[src/rtl/square_sweep_pkg.sv]
// Shared definitions for the square-wave DDS frequency sweep controller:
// FSM state encoding and default word widths.
package square_sweep_pkg;

  localparam int unsigned CW_DEF = 32;
  localparam int unsigned AW_DEF = 14;
  localparam int unsigned DW_DEF = 16;

  typedef enum logic [1:0] {
    ST_IDLE  = 2'd0,
    ST_DWELL = 2'd1,
    ST_END   = 2'd2
  } sweep_state_e;

endpackage

[src/rtl/sweep_period_tracker.sv]
// Follows the square-DDS output period: pcnt runs 0..word inclusive and wraps,
// so one period lasts word+1 clocks; period_tick marks the last clock of it.
module sweep_period_tracker #(
  parameter int unsigned CW = 32
) (
  input  logic          clk,
  input  logic          rst,
  input  logic          en,
  input  logic [CW-1:0] word,
  output logic          period_tick
);

  logic [CW-1:0] pcnt_q, pcnt_d;

  // Held at zero while disabled so every sweep starts on a fresh period.
  always_comb begin
    pcnt_d = '0;
    if (en && (pcnt_q != word)) pcnt_d = pcnt_q + 1'b1;
  end

  assign period_tick = en && (pcnt_q == word);

  // NOTE: sequential state is assigned with non-blocking (<=) only, so every
  // flop samples pre-edge values regardless of process evaluation order.
  always_ff @(posedge clk) begin
    if (rst) pcnt_q <= '0;
    else     pcnt_q <= pcnt_d;
  end

endmodule

[src/rtl/square_sweep_ctrl.sv]
// Stepped frequency sweep controller driving a square-wave DDS: the period word
// walks start..stop by step, holding each value for cfg_dwell full periods.
// Define SQUARE_SWEEP_LOOP_EN to restart the sweep endlessly instead of ending.
module square_sweep_ctrl
  import square_sweep_pkg::*;
#(
  parameter int unsigned CW = CW_DEF,
  parameter int unsigned AW = AW_DEF,
  parameter int unsigned DW = DW_DEF
) (
  input  logic                 clk,
  input  logic                 rst,
  input  logic                 start,
  input  logic                 abort,
  input  logic [CW-1:0]        cfg_start_word,
  input  logic [CW-1:0]        cfg_stop_word,
  input  logic [CW-1:0]        cfg_step_word,
  input  logic [DW-1:0]        cfg_dwell,
  input  logic [CW-1:0]        cfg_pha,
  input  logic signed [AW-1:0] cfg_amp,
  output logic                 dds_en,
  output logic [CW-1:0]        dds_cnt_word,
  output logic [CW-1:0]        dds_cmp_word,
  output logic [CW-1:0]        dds_pha_word,
  output logic signed [AW-1:0] dds_amp_word,
  output logic                 busy,
  output logic                 done,
  output logic                 cfg_err,
  output logic                 period_tick,
  output logic [DW-1:0]        step_idx
);

  sweep_state_e          state_q, state_d;
  logic [CW-1:0]         cur_q, cur_d;
  logic [CW-1:0]         stop_q, stop_d;
  logic [CW-1:0]         step_q, step_d;
  logic [DW-1:0]         dwell_cfg_q, dwell_cfg_d;
  logic [DW-1:0]         dwell_cnt_q, dwell_cnt_d;
  logic [DW-1:0]         step_idx_q, step_idx_d;
  logic [CW-1:0]         pha_q, pha_d;
  logic signed [AW-1:0]  amp_q, amp_d;
  logic                  cfg_err_q, cfg_err_d;
`ifdef SQUARE_SWEEP_LOOP_EN
  logic [CW-1:0]         base_q, base_d;
`endif

  logic          tick;
  logic [CW:0]   next_sum;
  logic          next_ok;
  logic          dwell_last;
  logic          cfg_bad;

  sweep_period_tracker #(.CW(CW)) u_period (
    .clk         (clk),
    .rst         (rst),
    .en          (state_q == ST_DWELL),
    .word        (cur_q),
    .period_tick (tick)
  );

  // One extra bit catches wrap-around of the word so it cannot sneak under stop.
  assign next_sum   = {1'b0, cur_q} + {1'b0, step_q};
  assign next_ok    = !next_sum[CW] && (next_sum[CW-1:0] <= stop_q);
  assign dwell_last = (dwell_cfg_q == '0) || (dwell_cnt_q == dwell_cfg_q - 1'b1);
  assign cfg_bad    = (cfg_step_word == '0) || (cfg_start_word > cfg_stop_word);

  always_ff @(posedge clk) begin
    // NOTE: the latched configuration is reset along with the state so a
    // reset mid-sweep leaves nothing behind that a later start could reuse.
    if (rst) begin
      state_q     <= ST_IDLE;
      cur_q       <= '0;
      stop_q      <= '0;
      step_q      <= '0;
      dwell_cfg_q <= '0;
      dwell_cnt_q <= '0;
      step_idx_q  <= '0;
      pha_q       <= '0;
      amp_q       <= '0;
      cfg_err_q   <= 1'b0;
`ifdef SQUARE_SWEEP_LOOP_EN
      base_q      <= '0;
`endif
    end else begin
      state_q     <= state_d;
      cur_q       <= cur_d;
      stop_q      <= stop_d;
      step_q      <= step_d;
      dwell_cfg_q <= dwell_cfg_d;
      dwell_cnt_q <= dwell_cnt_d;
      step_idx_q  <= step_idx_d;
      pha_q       <= pha_d;
      amp_q       <= amp_d;
      cfg_err_q   <= cfg_err_d;
`ifdef SQUARE_SWEEP_LOOP_EN
      base_q      <= base_d;
`endif
    end
  end

  // NOTE: every variable gets a default at the top of the block, so no path
  // through the case statement can leave one unassigned and infer a latch.
  always_comb begin
    state_d     = state_q;
    cur_d       = cur_q;
    stop_d      = stop_q;
    step_d      = step_q;
    dwell_cfg_d = dwell_cfg_q;
    dwell_cnt_d = dwell_cnt_q;
    step_idx_d  = step_idx_q;
    pha_d       = pha_q;
    amp_d       = amp_q;
    cfg_err_d   = 1'b0;
`ifdef SQUARE_SWEEP_LOOP_EN
    base_d      = base_q;
`endif

    unique case (state_q)
      ST_IDLE: begin
        if (start && !abort) begin
          if (cfg_bad) begin
            cfg_err_d = 1'b1;
          end else begin
            state_d     = ST_DWELL;
            cur_d       = cfg_start_word;
            stop_d      = cfg_stop_word;
            step_d      = cfg_step_word;
            dwell_cfg_d = cfg_dwell;
            pha_d       = cfg_pha;
            amp_d       = cfg_amp;
            dwell_cnt_d = '0;
            step_idx_d  = '0;
`ifdef SQUARE_SWEEP_LOOP_EN
            base_d      = cfg_start_word;
`endif
          end
        end
      end

      ST_DWELL: begin
        if (abort) begin
          state_d = ST_IDLE;
        end else if (tick) begin
          if (dwell_last) begin
            dwell_cnt_d = '0;
            if (next_ok) begin
              cur_d      = next_sum[CW-1:0];
              step_idx_d = (step_idx_q == '1) ? step_idx_q : step_idx_q + 1'b1;
            end else begin
`ifdef SQUARE_SWEEP_LOOP_EN
              cur_d      = base_q;
              step_idx_d = '0;
`else
              state_d    = ST_END;
`endif
            end
          end else begin
            dwell_cnt_d = dwell_cnt_q + 1'b1;
          end
        end
      end

      ST_END:  state_d = ST_IDLE;
      default: state_d = ST_IDLE;
    endcase
  end

  // DDS drive is zeroed whenever no sweep is running.
  always_comb begin
    busy         = (state_q == ST_DWELL);
    dds_en       = busy;
    done         = (state_q == ST_END);
    cfg_err      = cfg_err_q;
    period_tick  = tick;
    step_idx     = step_idx_q;
    dds_cnt_word = busy ? cur_q        : '0;
    dds_cmp_word = busy ? (cur_q >> 1) : '0;
    dds_pha_word = busy ? pha_q        : '0;
    dds_amp_word = busy ? amp_q        : '0;
  end

endmodule
[config.mk]
export PLATFORM = sky130hd
export DESIGN_NAME = square_sweep_ctrl
export DESIGN_NICKNAME = d
export VERILOG_FILES = /design/src/rtl/square_sweep_pkg.sv /design/src/rtl/sweep_period_tracker.sv /design/src/rtl/square_sweep_ctrl.sv
export SDC_FILE = /design/constraint.sdc
export NUM_CORES = 1
export LEC_CHECK = 0
export ABC_AREA = 1
export CORE_MARGIN = 2
export CORE_UTILIZATION = 55
export DETAILED_ROUTE_END_ITERATION = 8
export PLACE_DENSITY = 0.84
export SETUP_SLACK_MARGIN = 0.2
export SLEW_MARGIN = 15
export SYNTH_ARGS = -nofsm -noshare
export SYNTH_HDL_FRONTEND = slang
export SYNTH_SLANG_ARGS = --single-unit
[constraint.sdc]
create_clock -name clk -period 10.35 [get_ports clk]
set_clock_uncertainty 0.1 [all_clocks]
set_input_delay 2.07 -clock clk [delete_from_list [all_inputs] [get_ports clk]]
set_output_delay 2.07 -clock clk [all_outputs]
set_load 0.02 [all_outputs]
==> results_dict.tcl, run 1 <==
set metrics [dict create \
    synth_top_cell_by_area "sky130_fd_sc_hd__dfxtp_1" \
    global_route.overflow_total 0 \
    critPathLaunchType "input port" \
    critical_path_required_ns 10.74 \
    floorplan.rows 60 \
    grt_pass1_vias 14800 \
    postSynthRegisterBits 225 \
    place_hpwl_um 37900 \
    synth.yosys.seq_area_share_pct 30.2 \
    timing_worst_slew_pin_value_ns 1.11 \
    groute.usage.overall_pct 33.1 \
    nNetsFinal 2765 \
    synth_top_flop_cell "sky130_fd_sc_hd__dfxtp_1" \
    cts_buffers 27 \
    cts.hold.buffers_added 0 \
    die-area_mm2 0.0285 \
    path_class "in2reg" \
    initial_core_util_pct 55.7 \
    route.antenna.remaining_nets 0 \
    synth.yosys.warnings 0 \
    power.density_mw_per_mm2 137 \
    clk_pin_slew_worst_paths_ns 0.06 \
    seqCellArea_mm2 0.00450 \
    max_freq_mhz 164 \
    core_region_area_mm2 0.0268 \
    synth-edff-count 0 \
    finalWorstSetupSlack_ns 4.27 \
    clock_path_buffers 3 \
    worst-path-max-fanout 78 \
    die_width_um 169 \
    firstDrtPassIters 7 \
    ir_worst_vdd_mv 0.116 \
    final.min_clock_period_ns 6.08 \
    number_of_port_buffers 291 \
    hold_path_class "reg2reg" \
    dp_slack_ns 3.78 \
    synth.cell_area_mm2 0.0149 \
    cap_violations 0 \
    slew_violations 0 \
    htree_num_levels 1 \
    cts-resized-gates 0 \
    post_route_cells_drive_above_1_share_pct 4.20 \
    hold_viol_final 0 \
    dr.first_iter.drc_count 1169 \
    cts_tree "done" \
    syn-num-nets 2553 \
    detail_route.wirelength_um 48500 \
    drt_drc_violations_left 0 \
    syn-instance-count 2290 \
    multi_input_combinational_cell_area_mm2 0.00861 \
    arrival_ns 6.47 \
    chipHeight_um 169 \
    synth.top_cell.area_share_pct 30.2 \
    unique_masters_post_synth 50 \
    clock_sinks 225 \
    avgSynthCellArea_um2 6.52 \
    layout-area-overhead-vs-synth_pct 24.8 \
    run_status "completed" \
    synthArstFlopShare_pct 0 \
    detail_route.vias_per_cell 5.44 \
    netlist_top_cells_area "sky130_fd_sc_hd__dfxtp_1, sky130_fd_sc_hd__nand2_1, sky130_fd_sc_hd__ha_1" \
    clock_latency_ns 0.56 \
    first_pass_grt_wire_length_um 75600 \
    setup_repair_after_global_routing_missed_its_margin "no" \
    routed-via-count 15600 \
    antenna_found_initial 0 \
    timing.critical_path.to_type "flip-flop" \
    final-setup-viol-count 0 \
    cts_root_buffer "sky130_fd_sc_hd__clkbuf_16" \
    routabilityCongestion 0.960 \
    filler_cell_count 2372 \
    top_level_ports 293 \
    grt_start_max_net_pins 104 \
    insertedDiodeCount 0 \
    relSlewSlack_pct 25.4 \
    worst_hold_slack_ns 0.351 \
    final.setup.tns_ns 0 \
    avgRoutedWirePerCell_um 16.9 \
    post-route-period-util_pct 58.8 \
    cts_setup_buffers 0 \
    cellLeakagePower_nw 7.87 \
]
[path summary, 6_finish.rpt]
| kind | from | endpoint | slack (ns) | cells after the start |
|---|---|---|---|---|
| min | step_q[30] | step_q[30] | 0.35 | 2 |
| max | cfg_stop_word[31] | cur_q[11] | 4.27 | 15 |
| min reg2reg | step_q[30] | step_q[30] | 0.35 | 2 |
| max reg2reg | cur_q[0] | cur_q[11] | 5.26 | 26 |
[Yosys cell counts (27+ instances only)]
master,n
sky130_fd_sc_hd__nor3_1,43
sky130_fd_sc_hd__buf_4,37
sky130_fd_sc_hd__ha_1,100
sky130_fd_sc_hd__inv_1,316
sky130_fd_sc_hd__dfxtp_1,225
sky130_fd_sc_hd__nor2_1,299
sky130_fd_sc_hd__o21ai_0,177
sky130_fd_sc_hd__clkbuf_1,57
sky130_fd_sc_hd__nand2_1,488
sky130_fd_sc_hd__nand3_1,66
sky130_fd_sc_hd__nand4_1,37
sky130_fd_sc_hd__xor2_1,45
sky130_fd_sc_hd__xnor2_1,27
sky130_fd_sc_hd__a21oi_1,227
[power breakdown]
group | switching [mW] | leakage, nW | internal [mW] | total, mW
sequential | 0.0363 | 1.83 | 0.917 | 0.954
clock | 0.403 | 0.453 | 0.574 | 0.978
combinational | 0.384 | 5.58 | 0.244 | 0.628
[final cells by class]
type / instances / area share, %
clock buffers: 36 / 4.13
clock inverters: 14 / 0.773
inverters: 321 / 6.50
multi-input cells: 1630 / 46.2
flip-flops and latches: 225 / 24.2
well taps: 341 / 2.29
repair buffers: 297 / 15.9
[cell usage in the layout (no fill, tap or decap), types with 7 or more instances in the layout]
| master | n |
|---|---|
| sky130_fd_sc_hd__and2_1 | 13 |
| sky130_fd_sc_hd__nand2_1 | 487 |
| sky130_fd_sc_hd__nor3_1 | 43 |
| sky130_fd_sc_hd__xnor2_1 | 27 |
| sky130_fd_sc_hd__dfxtp_1 | 225 |
| sky130_fd_sc_hd__nor2_1 | 298 |
| sky130_fd_sc_hd__clkbuf_16 | 27 |
| sky130_fd_sc_hd__nor3b_1 | 13 |
| sky130_fd_sc_hd__clkdlybuf4s50_1 | 291 |
| sky130_fd_sc_hd__a21oi_1 | 227 |
| sky130_fd_sc_hd__xor2_1 | 45 |
| sky130_fd_sc_hd__or2_2 | 14 |
| sky130_fd_sc_hd__nand4_1 | 37 |
| sky130_fd_sc_hd__nand3_1 | 66 |
| sky130_fd_sc_hd__o21bai_1 | 7 |
| sky130_fd_sc_hd__inv_1 | 316 |
| sky130_fd_sc_hd__ha_1 | 100 |
| sky130_fd_sc_hd__clkinv_2 | 8 |
| sky130_fd_sc_hd__nor2_2 | 9 |
| sky130_fd_sc_hd__o21ai_0 | 177 |
| sky130_fd_sc_hd__nor4_1 | 17 |
[critical path: stages]
cell	delay, ns
sky130_fd_sc_hd__clkdlybuf4s50_1	0.50
sky130_fd_sc_hd__inv_1	0.06
sky130_fd_sc_hd__ha_1	0.29
sky130_fd_sc_hd__nand2_1	0.07
sky130_fd_sc_hd__nor2_1	0.16
sky130_fd_sc_hd__nand2_1	0.14
sky130_fd_sc_hd__nor4_2	0.34
sky130_fd_sc_hd__nand2_1	0.11
sky130_fd_sc_hd__nand2_1	0.15
sky130_fd_sc_hd__nand3_4	0.65
sky130_fd_sc_hd__a21oi_2	0.81
sky130_fd_sc_hd__nand3_4	0.64
sky130_fd_sc_hd__nand2_1	0.23
sky130_fd_sc_hd__nand2_1	0.08
sky130_fd_sc_hd__nor2_1	0.11
[stage by stage]
step	instances	area, um^2	total power [mW]	util [%]
after floorplan	2290	14900	1.37	-
after global placement	2814	17700	1.57	66.1
after detailed placement	2814	17700	1.59	66.1
after CTS	2864	18600	2.57	69.5
after global routing	2864	18600	2.68	69.5
final	2864	18600	2.56	69.5
[layer usage]
layer  vias up  track usage (%)  wire, um
met4         0             16.2      2450
met3       105             5.68      3480
met1      7164             41.0     20300
li1       7724                -         -
met5         -                0         0
met2       580             55.6     22200
[flip-flops by register name, summed over array words and instances (netlist names)]
signal           count
amp_q               14
cfg_err              1
cur_q               32
dwell_cfg_q         16
dwell_cnt_q         16
pha_q               32
state_q              2
step_idx            16
step_q              32
stop_q              32
u_period.pcnt_q     32
[cells by family (layout without fill, tap and decap cells)]
group,Yosys count,count (layout),share of synthesized area (%)
other,1,1,0.0251
buffers and inverters,435,668,12.3
adder cells (fa/ha/maj),101,101,8.52
flip-flops,225,225,30.2
AO/OA/AOI/OAI,433,433,15.0
AND/OR/NAND/NOR,1021,1021,29.5
XOR/XNOR,74,74,4.55
No activity file was read; power rests on OpenSTA's default activity.
==> inputs of run 2 (changes only) <==
--- a/config.mk
+++ b/config.mk
@@ -7,9 +7,9 @@
 export LEC_CHECK = 0
 export ABC_AREA = 1
 export CORE_MARGIN = 2
-export CORE_UTILIZATION = 55
+export CORE_UTILIZATION = 53
 export DETAILED_ROUTE_END_ITERATION = 8
-export PLACE_DENSITY = 0.84
+export PLACE_DENSITY = 0.82
 export SETUP_SLACK_MARGIN = 0.2
 export SLEW_MARGIN = 15
 export SYNTH_ARGS = -nofsm -noshare
==> constraint.sdc (replaced) <==
create_clock -name clk -period 5.7 [get_ports clk]
set_clock_uncertainty 0.1 [all_clocks]
set_input_delay 1.14 -clock clk [delete_from_list [all_inputs] [get_ports clk]]
set_output_delay 1.14 -clock clk [all_outputs]
set_load 0.02 [all_outputs]
==> results_dict.tcl, run 2 (synthesis gave the netlist of run 1 again) <==
set metrics [dict create \
    run_status "completed" \
    worstSetupEndpoint "cur_q[23]" \
    cts_tree "done" \
    cellLeakagePower_nw 7.86 \
    r2r.worst_path.cells 24 \
    timing.critical_path.slowest_stage_cell "sky130_fd_sc_hd__nand3_4" \
    cts-resized-gates 0 \
    cts_setup_buffers 0 \
    cts.hold.buffers_added 0 \
    layout.cells.most_common_list "sky130_fd_sc_hd__nand2_1, sky130_fd_sc_hd__inv_1, sky130_fd_sc_hd__nor2_1" \
    floorplan.rows 61 \
    layout-area-overhead-vs-synth_pct 25.0 \
    route.antenna.remaining_nets 0 \
    routed-via-count 15500 \
    post_route_cells_drive_above_1_share_pct 4.01 \
    initial_core_util_pct 53.7 \
    post-route-period-util_pct 82.9 \
    cts_root_buffer "sky130_fd_sc_hd__clkbuf_16" \
    place_hpwl_um 36500 \
    cts_buffers 26 \
    multi_input_combinational_cell_area_mm2 0.00861 \
    routabilityCongestion 0.997 \
    worst-path-max-fanout 61 \
    power.density_mw_per_mm2 249 \
    drt_drc_violations_left 0 \
    hold_viol_final 0 \
    setup_repair_after_global_routing_missed_its_margin "no" \
    critPathMaxStageDelay_ns 0.50 \
    seqCellArea_mm2 0.00450 \
    grt_pass1_vias 14600 \
    clock_path_buffers 3 \
    final-setup-viol-count 0 \
    antenna_found_initial 2 \
    clk_pin_slew_worst_paths_ns 0.06 \
    htree_num_levels 1 \
    chipHeight_um 172 \
    core_region_area_mm2 0.0278 \
    detail_route.vias_per_cell 5.37 \
    setup.reg_to_reg.worst_slack_ns 0.98 \
    clock_latency_ns 0.55 \
    grt_start_max_net_pins 87 \
    global_route.overflow_total 0 \
    cap_violations 0 \
    critPathLaunchType "flip-flop" \
    worst_r2r_startpoint "cur_q[0]" \
    arrival_ns 5.05 \
    crit_path_cell_trace "ha_1, fa_1, nand2_1, nand2_1, o21ai_1, o21ai_2, nand2_1, nand2_1, nand2_1, nand2_1, or2_2, and2_1, ha_1, nand2_1, nor2_1, nand4_1, nor2_1, nand4_1, nand2_1, nand2_1, nand2_4, nand3_4, nor2_1, nor2_1" \
    timing.critical_path.to_type "flip-flop" \
    die_width_um 172 \
    insertedDiodeCount 0 \
    die-area_mm2 0.0295 \
    timing_worst_slew_pin_value_ns 1.15 \
    worstSetupStartpoint "cur_q[0]" \
    number_of_port_buffers 291 \
    clock_sinks 225 \
    avgRoutedWirePerCell_um 16.2 \
    filler_cell_count 2559 \
    first_pass_grt_wire_length_um 73000 \
    critical_path_required_ns 6.03 \
    dp_slack_ns 0.754 \
    ir_worst_vdd_mv 0.218 \
    top_level_ports 293 \
    dr.first_iter.drc_count 1185 \
    final.setup.tns_ns 0 \
    firstDrtPassIters 6 \
    detail_route.wirelength_um 47000 \
    nNetsFinal 2765 \
    relSlewSlack_pct 23.2 \
    final.min_clock_period_ns 4.72 \
    path_class "reg2reg" \
    rr_endpoint "cur_q[23]" \
    hold_path_class "reg2reg" \
    groute.usage.overall_pct 31.0 \
    mostFrequentLayoutCell "sky130_fd_sc_hd__nand2_1" \
    p_total_mw 4.65 \
    cell_seen_most_often_among_critical_path_stages "sky130_fd_sc_hd__nand2_1" \
    finalWorstSetupSlack_ns 0.976 \
    max_freq_mhz 212 \
    slew_violations 0 \
]
[run 2: how the worst min path moves through the flow]
stage | start | endpoint | slack [ns] | depth (start not counted)
6_report | pha_q[1] | pha_q[1] | 0.35 | 2
5_1_grt | stop_q[0] | stop_q[0] | 0.37 | 2
3_5_place_dp | step_q[25] | step_q[25] | 0.34 | 2
4_1_cts | step_q[25] | step_q[25] | 0.35 | 2
2_1_floorplan | step_q[24] | step_q[24] | 0.33 | 2
3_3_place_gp | step_q[9] | step_q[9] | 0.34 | 2
[run 2: per-stage QoR]
stage | area [um^2] | std cells | hold WS (ns) | utilization [%]
final | 18700 | 2896 | 0.351 | 67.2
after global routing | 18700 | 2896 | 0.368 | 67.2
after CTS | 18700 | 2896 | 0.352 | 67.2
after detailed placement | 17800 | 2852 | 0.343 | 63.9
after global placement | 17800 | 2852 | 0.338 | 63.9
after floorplan | 14900 | 2290 | 0.327 | -
[run 2: cell type report]
| type | count | share of cell area [%] |
|---|---|---|
| Inverter | 321 | 6.48 |
| Sequential cell | 225 | 24.1 |
| Tap cell | 378 | 2.53 |
| Clock inverter | 13 | 1.09 |
| Multi-Input combinational cell | 1630 | 46.1 |
| Timing Repair Buffer | 298 | 15.9 |
| Clock buffer | 31 | 3.75 |
[run 2: critical path, delay by kind of cell (launching register included)]
kind                       cells  cell delay (ns)
and+or+nand+nor               19             2.82
DFF                            1             0.33
AOI/OAI and AO/OA              2             0.38
adders and majority gates      3             0.95
[run 2: per-layer routing]
metal,track usage (%),share of wire [%],wire [um],up-vias
li1,-,-,-,7721
met1,39.2,42,19800,7097
met2,52.7,46,21500,616
met3,5.13,8.0,3760,107
met4,12.3,4.1,1920,2
met5,0,0.028,13,-
[run 2: where the power goes]
part           internal, mW  switching, mW  total [mW]  leakage [nW]
clock network          1.09          0.692        1.79         0.446
registers              1.67         0.0613        1.73          1.83
logic                 0.444          0.693        1.14          5.58
total                  3.20           1.45        4.65          7.86
